--- src/rtl/approx_eval_pkg.sv ---
// rtl/approx_eval_pkg.sv - shared types, constants and helpers for approximate-adder evaluation
// Purpose: sweep FSM state encoding, default operand width, vector count,
// "no failure recorded" marker and an unsigned absolute-difference helper.
// The top-level N parameter defaults to APX_N; FAIL_NONE and NVEC describe that default width.
package approx_eval_pkg;

    localparam int APX_N = 3;
    localparam int NVEC = 2 ** (2 * APX_N);
    localparam logic [2*APX_N-1:0] FAIL_NONE = '1;

    typedef enum logic [1:0] {
        ST_IDLE  = 2'd0,
        ST_SWEEP = 2'd1,
        ST_DRAIN = 2'd2,
        ST_DONE  = 2'd3
    } state_t;

    // Unsigned |x - y| without wrap; callers zero-extend into and truncate out of 16 bits.
    function automatic logic [15:0] abs_diff(input logic [15:0] x, input logic [15:0] y);
        return (x >= y) ? (x - y) : (y - x);
    endfunction

endpackage

--- src/rtl/approx_adder_err_sweep_err_accum.sv ---
// rtl/approx_adder_err_sweep_err_accum.sv - stage-2 error accumulators (max, count, first fail)
// Ports: clk, rst (async, active-high); clear restarts the accumulators for a new sweep;
// en applies one stage-1 entry (in_v, in_exact, in_sum);
// max_err / err_count / first_fail are the registered accumulator values.
import approx_eval_pkg::*;

module err_accum #(
    parameter int N  = APX_N,
    parameter int ET = 4
) (
    input  logic             clk,
    input  logic             rst,
    input  logic             clear,
    input  logic             en,
    input  logic [2*N-1:0]   in_v,
    input  logic [N:0]       in_exact,
    input  logic [N:0]       in_sum,
    output logic [N:0]       max_err,
    output logic [2*N:0]     err_count,
    output logic [2*N-1:0]   first_fail
);

    localparam int EW = N + 1;
    localparam int CW = 2 * N + 1;
    localparam logic [N:0] ET_V = EW'(ET);
    localparam logic [CW-1:0] CNT_ONE = {{(CW-1){1'b0}}, 1'b1};

    logic [N:0]     err;
    logic [N:0]     max_err_q, max_err_d;
    logic [CW-1:0]  err_count_q, err_count_d;
    logic [2*N-1:0] first_fail_q, first_fail_d;

    assign err = EW'(abs_diff(16'(in_exact), 16'(in_sum)));

    always_comb begin
        max_err_d    = max_err_q;
        err_count_d  = err_count_q;
        first_fail_d = first_fail_q;
        if (clear) begin
            max_err_d    = '0;
            err_count_d  = '0;
            first_fail_d = '1;
        end else if (en) begin
            if (err > max_err_q) begin
                max_err_d = err;
            end
            if (err != '0) begin
                err_count_d = err_count_q + CNT_ONE;
            end
            // Only the earliest offending vector is kept; all-ones marks an empty record.
            if ((err > ET_V) && (first_fail_q == '1)) begin
                first_fail_d = in_v;
            end
        end
    end

    always_ff @(posedge clk or posedge rst) begin
        if (rst) begin
            max_err_q    <= '0;
            err_count_q  <= '0;
            first_fail_q <= '1;
        end else begin
            max_err_q    <= max_err_d;
            err_count_q  <= err_count_d;
            first_fail_q <= first_fail_d;
        end
    end

    assign max_err    = max_err_q;
    assign err_count  = err_count_q;
    assign first_fail = first_fail_q;

endmodule

--- src/rtl/approx_adder_err_sweep.sv ---
// rtl/approx_adder_err_sweep.sv - exhaustive error-sweep controller for an approximate adder
// Ports: clk, rst (async, active-high); start / abort requests;
// apx_a, apx_b, apx_valid drive the adder under test, apx_sum is its same-cycle response;
// busy, done, pass status; max_err, err_count, first_fail sweep results.
import approx_eval_pkg::*;

module approx_adder_err_sweep #(
    parameter int N  = APX_N,
    parameter int ET = 4
) (
    input  logic             clk,
    input  logic             rst,
    input  logic             start,
    input  logic             abort,
    output logic [N-1:0]     apx_a,
    output logic [N-1:0]     apx_b,
    output logic             apx_valid,
    input  logic [N:0]       apx_sum,
    output logic             busy,
    output logic             done,
    output logic             pass,
    output logic [N:0]       max_err,
    output logic [2*N:0]     err_count,
    output logic [2*N-1:0]   first_fail
);

    localparam int VW = 2 * N;
    localparam int EW = N + 1;
    localparam logic [VW-1:0] V_LAST = '1;
    localparam logic [VW-1:0] V_ONE  = {{(VW-1){1'b0}}, 1'b1};
    localparam logic [N:0]    ET_V   = EW'(ET);

    state_t         state_q, state_d;
    logic [VW-1:0]  v_q, v_d;
    logic           aborted_q, aborted_d;
    logic           s1_valid_q, s1_valid_d;
    logic [VW-1:0]  s1_v_q, s1_v_d;
    logic [N:0]     s1_exact_q, s1_exact_d;
    logic [N:0]     s1_sum_q, s1_sum_d;
    logic [N:0]     exact;
    logic           start_ok;
    logic           abort_ok;

    // Operands come straight from the vector register, so they hold whenever v_q holds.
    assign apx_a     = v_q[N-1:0];
    assign apx_b     = v_q[VW-1:N];
    assign apx_valid = (state_q == ST_SWEEP);
    assign exact     = {1'b0, apx_a} + {1'b0, apx_b};

    assign start_ok = start && ((state_q == ST_IDLE) || (state_q == ST_DONE));
    assign abort_ok = abort && ((state_q == ST_SWEEP) || (state_q == ST_DRAIN));

    always_comb begin
        state_d    = state_q;
        v_d        = v_q;
        aborted_d  = aborted_q;
        // An accepted abort squashes whatever would enter stage 1 this edge.
        s1_valid_d = apx_valid && !abort_ok;
        s1_v_d     = s1_v_q;
        s1_exact_d = s1_exact_q;
        s1_sum_d   = s1_sum_q;
        if (apx_valid) begin
            s1_v_d     = v_q;
            s1_exact_d = exact;
            s1_sum_d   = apx_sum;
        end
        case (state_q)
            ST_IDLE, ST_DONE: begin
                if (start_ok) begin
                    state_d   = ST_SWEEP;
                    v_d       = '0;
                    aborted_d = 1'b0;
                end
            end
            ST_SWEEP: begin
                if (abort_ok) begin
                    state_d   = ST_DONE;
                    aborted_d = 1'b1;
                end else if (v_q == V_LAST) begin
                    state_d = ST_DRAIN;
                end else begin
                    v_d = v_q + V_ONE;
                end
            end
            ST_DRAIN: begin
                // Stage 1 holds the last vector; it retires on this edge, emptying the pipe.
                state_d = ST_DONE;
                if (abort_ok) begin
                    aborted_d = 1'b1;
                end
            end
            default: state_d = ST_IDLE;
        endcase
    end

    always_ff @(posedge clk or posedge rst) begin
        if (rst) begin
            state_q    <= ST_IDLE;
            v_q        <= '0;
            aborted_q  <= 1'b0;
            s1_valid_q <= 1'b0;
            s1_v_q     <= '0;
            s1_exact_q <= '0;
            s1_sum_q   <= '0;
        end else begin
            state_q    <= state_d;
            v_q        <= v_d;
            aborted_q  <= aborted_d;
            s1_valid_q <= s1_valid_d;
            s1_v_q     <= s1_v_d;
            s1_exact_q <= s1_exact_d;
            s1_sum_q   <= s1_sum_d;
        end
    end

    err_accum #(
        .N  (N),
        .ET (ET)
    ) u_err_accum (
        .clk        (clk),
        .rst        (rst),
        .clear      (start_ok),
        .en         (s1_valid_q && !abort_ok),
        .in_v       (s1_v_q),
        .in_exact   (s1_exact_q),
        .in_sum     (s1_sum_q),
        .max_err    (max_err),
        .err_count  (err_count),
        .first_fail (first_fail)
    );

    assign busy = (state_q == ST_SWEEP) || (state_q == ST_DRAIN);
    assign done = (state_q == ST_DONE);
    assign pass = done && !aborted_q && (max_err <= ET_V);

endmodule

--- config.mk ---
export PLATFORM = sky130hd
export DESIGN_NAME = approx_adder_err_sweep
export DESIGN_NICKNAME = d
export VERILOG_FILES = /design/src/rtl/approx_eval_pkg.sv /design/src/rtl/approx_adder_err_sweep_err_accum.sv /design/src/rtl/approx_adder_err_sweep.sv
export SDC_FILE = /design/constraint.sdc
export NUM_CORES = 1
export LEC_CHECK = 0
export ABC_AREA = 0
export CORE_UTILIZATION = 55
export DETAILED_ROUTE_END_ITERATION = 16
export GPL_ROUTABILITY_DRIVEN = 1
export HOLD_SLACK_MARGIN = 0.05
export PLACE_DENSITY = 0.89
export SLEW_MARGIN = 40
export SYNTH_ARGS = -nofsm -noshare
export SYNTH_HDL_FRONTEND = slang
export SYNTH_SLANG_ARGS = --single-unit
--- constraint.sdc ---
create_clock -name clk -period 4.8 [get_ports clk]
set_input_delay 0.72 -clock clk [delete_from_list [all_inputs] [get_ports clk]]
set_output_delay 0.72 -clock clk [all_outputs]
set_load 0.02 [all_outputs]
==> impl_metrics.env <==
export IMPL_outcome="finished, final reports clean"
export IMPL_synth_most_common_cell="dfrtp_1"
export IMPL_crit_fanout=6
export IMPL_finalCritPeriodShare_pct=66.0
export IMPL_slew_headroom_pct=55.5
export IMPL_die_w_um=68.3
export IMPL_use_met2_pct=38.5
export IMPL_cts_clk_slew_worst_paths_ns=0.08
export IMPL_finClkSkew_ns=0.00800
export IMPL_cts_sinks=41
export IMPL_die_h_um=68.3
export IMPL_critPathLaunchType="flop"
export IMPL_dr_total_vias=1946
export IMPL_cap_violations=0
export IMPL_area_sequential_um2=1030
export IMPL_drtPass1Iterations=5
export IMPL_max_slew_worst_pin_slew_ns=0.661
export IMPL_ir_drop_v=0.000419
export IMPL_power_total_w=0.00206
export IMPL_grt_busiest_layer="met2"
export IMPL_syn_to_final_growth_pct=19.8
export IMPL_crit_path_max_incr_delay_ns=0.42
export IMPL_syn_nets=282
export IMPL_yosysWarningCount=0
export IMPL_io_pins=35
export IMPL_grt_max_degree=42
export IMPL_max_freq_ghz=0.316
export IMPL_yosys_most_used_dff="dfrtp_1"
export IMPL_ys_types=46
export IMPL_grt_use_met1_pct=32.6
export IMPL_grt_use_met3_pct=5.67
export IMPL_nNetsFinal=319
export IMPL_drc=0
export IMPL_rsz0062_at_grt="no"
export IMPL_multi_input_comb_area_um2=1250
export IMPL_gp_congestion=0.851
export IMPL_syn_area_um2=2420
export IMPL_yosysTopAreaCellShare_pct=36.2
export IMPL_io_buffer_count=34
export IMPL_yosysTopAreaCell="dfrtp_1"
export IMPL_async_flop_share_pct=100
export IMPL_dpl_cell_area_um2=2800
export IMPL_clk_latency_ns=0.30
export IMPL_dieArea_um2=4660
export IMPL_setup_violations=0
export IMPL_worstPathArrival_ns=3.34
export IMPL_diodes=0
export IMPL_ctsRootBufferMaster="clkbuf_8"
export IMPL_antenna_found_initial=0
export IMPL_numCtsBuffers=5
export IMPL_synth_edff_count=0
export IMPL_num_fill_cells=321
export IMPL_wl_per_cell_um=14.6
export IMPL_start_util_pct=58.7
export IMPL_ant_nets=0
export IMPL_drive_gt1_share_pct=13.4
export IMPL_synth_seq_area_share_pct=42.8
export IMPL_synth_area_top_cells="dfrtp_1 36%, ha_1 9.3%, o21ai_0 6.6%"
export IMPL_htreeDepth=2
export IMPL_ys_seq_elements=41
export IMPL_tritoncts="done"
export IMPL_synth_avg_cell_area_um2=9.55
export IMPL_cts_setup_buffers=0
export IMPL_hold_viol=0
export IMPL_worstPathCellList="inv_1, ha_1, inv_1, fa_1, a211oi_2, o21ai_1, mux2i_2, inv_1, ha_1, a21oi_1, maj3_1, o21ai_2, and3_1, nor3_2"
export IMPL_cts_buffer_depth=2
export IMPL_crit_top_cell="inv_1"
export IMPL_postCtsHoldBufs=0
export IMPL_drv_slew=0
export IMPL_dpl_hpwl_um=3600
export IMPL_synthTopCellsByCount="35 x dfrtp_1, 32 x o21ai_0, 28 x inv_1, 28 x nand2_1, 22 x a21oi_1"
export IMPL_totalWireLength_um=4980
export IMPL_dr_first_iter_drc_count=164
export IMPL_avgViaCountPerCell=5.71
export IMPL_leakage_nw=1.31
export IMPL_syn_instance_count=253
export IMPL_endpoint_kind="flop"
export IMPL_grt_pass1_wl_um=8270
export IMPL_fin_crit_ns=3.17
export IMPL_cts_resized=0
export IMPL_row_count=23
export IMPL_overflow=0
export IMPL_grt_use_total_pct=24.2
export IMPL_core_um2=4120
export IMPL_grt_pass1_vias=1838
export IMPL_design_area_um2=2900
export IMPL_cpMaxStageDelayCell="fa_1"
export IMPL_p_per_area_nw_per_um2=713
export IMPL_critPathRequiredTime_ns=4.98
export IMPL_crit_type="flop to flop"
export IMPL_fin_tns_setup_ns=0
export IMPL_hold_class="flop to flop"
critical path: cells and delay by family (launching register included):
family / cells / cell delay (ns)
muxes: 1 / 0.28
DFF: 1 / 0.39
buffers and inverters: 3 / 0.21
adders and majority gates: 4 / 1.23
and+or+nand+nor: 2 / 0.25
AOI/OAI and AO/OA: 4 / 0.68
worst paths after layout:
path | cells after the start | start | to | slack, ns
worst max-delay path | 14 | s1_exact_q[0] | u_err_accum.max_err[0] | 1.63
worst min-delay path | 2 | u_err_accum.first_fail[5] | u_err_accum.first_fail[5] | 0.50
worst max register to register | 14 | s1_exact_q[0] | u_err_accum.max_err[0] | 1.63
worst min register to register | 2 | u_err_accum.first_fail[5] | u_err_accum.first_fail[5] | 0.50
max in group asynchronous | 3 | rst | u_err_accum.first_fail[0] | 3.59
min in group asynchronous | 3 | rst | u_err_accum.max_err[1] | 0.84
registers in the layout (all words and copies together), names as in the netlist:
signal,count
aborted_q,1
s1_exact_q,4
s1_sum_q,4
s1_v_q,6
s1_valid_q,1
state_q,2
u_err_accum.err_count,7
u_err_accum.first_fail,6
u_err_accum.max_err,4
v_q,6
layout by cell type (no fill, tap or decap), drive strengths merged, types with 4 or more instances in the layout:
cell type	n
o21ai	35
a21o	4
nand2	28
ha	18
dfstp	6
clkbuf	5
mux2	6
and3	4
inv	28
nor2	4
dfrtp	35
nand4	4
nor3	8
a21oi	22
or3	7
clkdlybuf4s50	34
routing by layer:
layer  wire length [µm]  vias to the layer above
li1                   -                      962
met1               2350                      935
met2               2350                       42
met3                197                        7
met4                 78                        0
met5                  0                        -
metrics by stage:
stage	worst slack (ns)	utilization (%)	hold WS, ns	std cells
floorplan	1.92	-	0.475	253
global placement	1.80	68.1	0.486	333
detailed placement	1.65	68.1	0.485	333
CTS	1.64	70.4	0.496	341
global route	1.40	70.4	0.503	341
finish	1.63	70.4	0.500	341
power by group:
group          leakage [nW]  switching [W]  total, W  internal, W
Combinational         0.753       0.000755   0.00128     0.000524
Clock                0.0364       0.000127  0.000228     0.000102
Sequential            0.525      0.0000989  0.000556     0.000457
cells by family after synthesis:
group           synth area share, %
compound gates                 20.2
xor+xnor                      0.725
fa+ha+maj                      12.2
buf+inv                        5.64
flops                          42.8
mux                            3.36
simple gates                   15.1
layout make-up:
class | instances | area share, %
Timing Repair Buffer | 36 | 12.3
Inverter | 28 | 3.63
Tap cell | 50 | 2.16
Clock inverter | 3 | 0.778
Clock buffer | 5 | 2.38
Sequential cell | 41 | 35.7
Multi-Input combinational cell | 178 | 43.1
No activity file was read; power rests on OpenSTA's default activity.
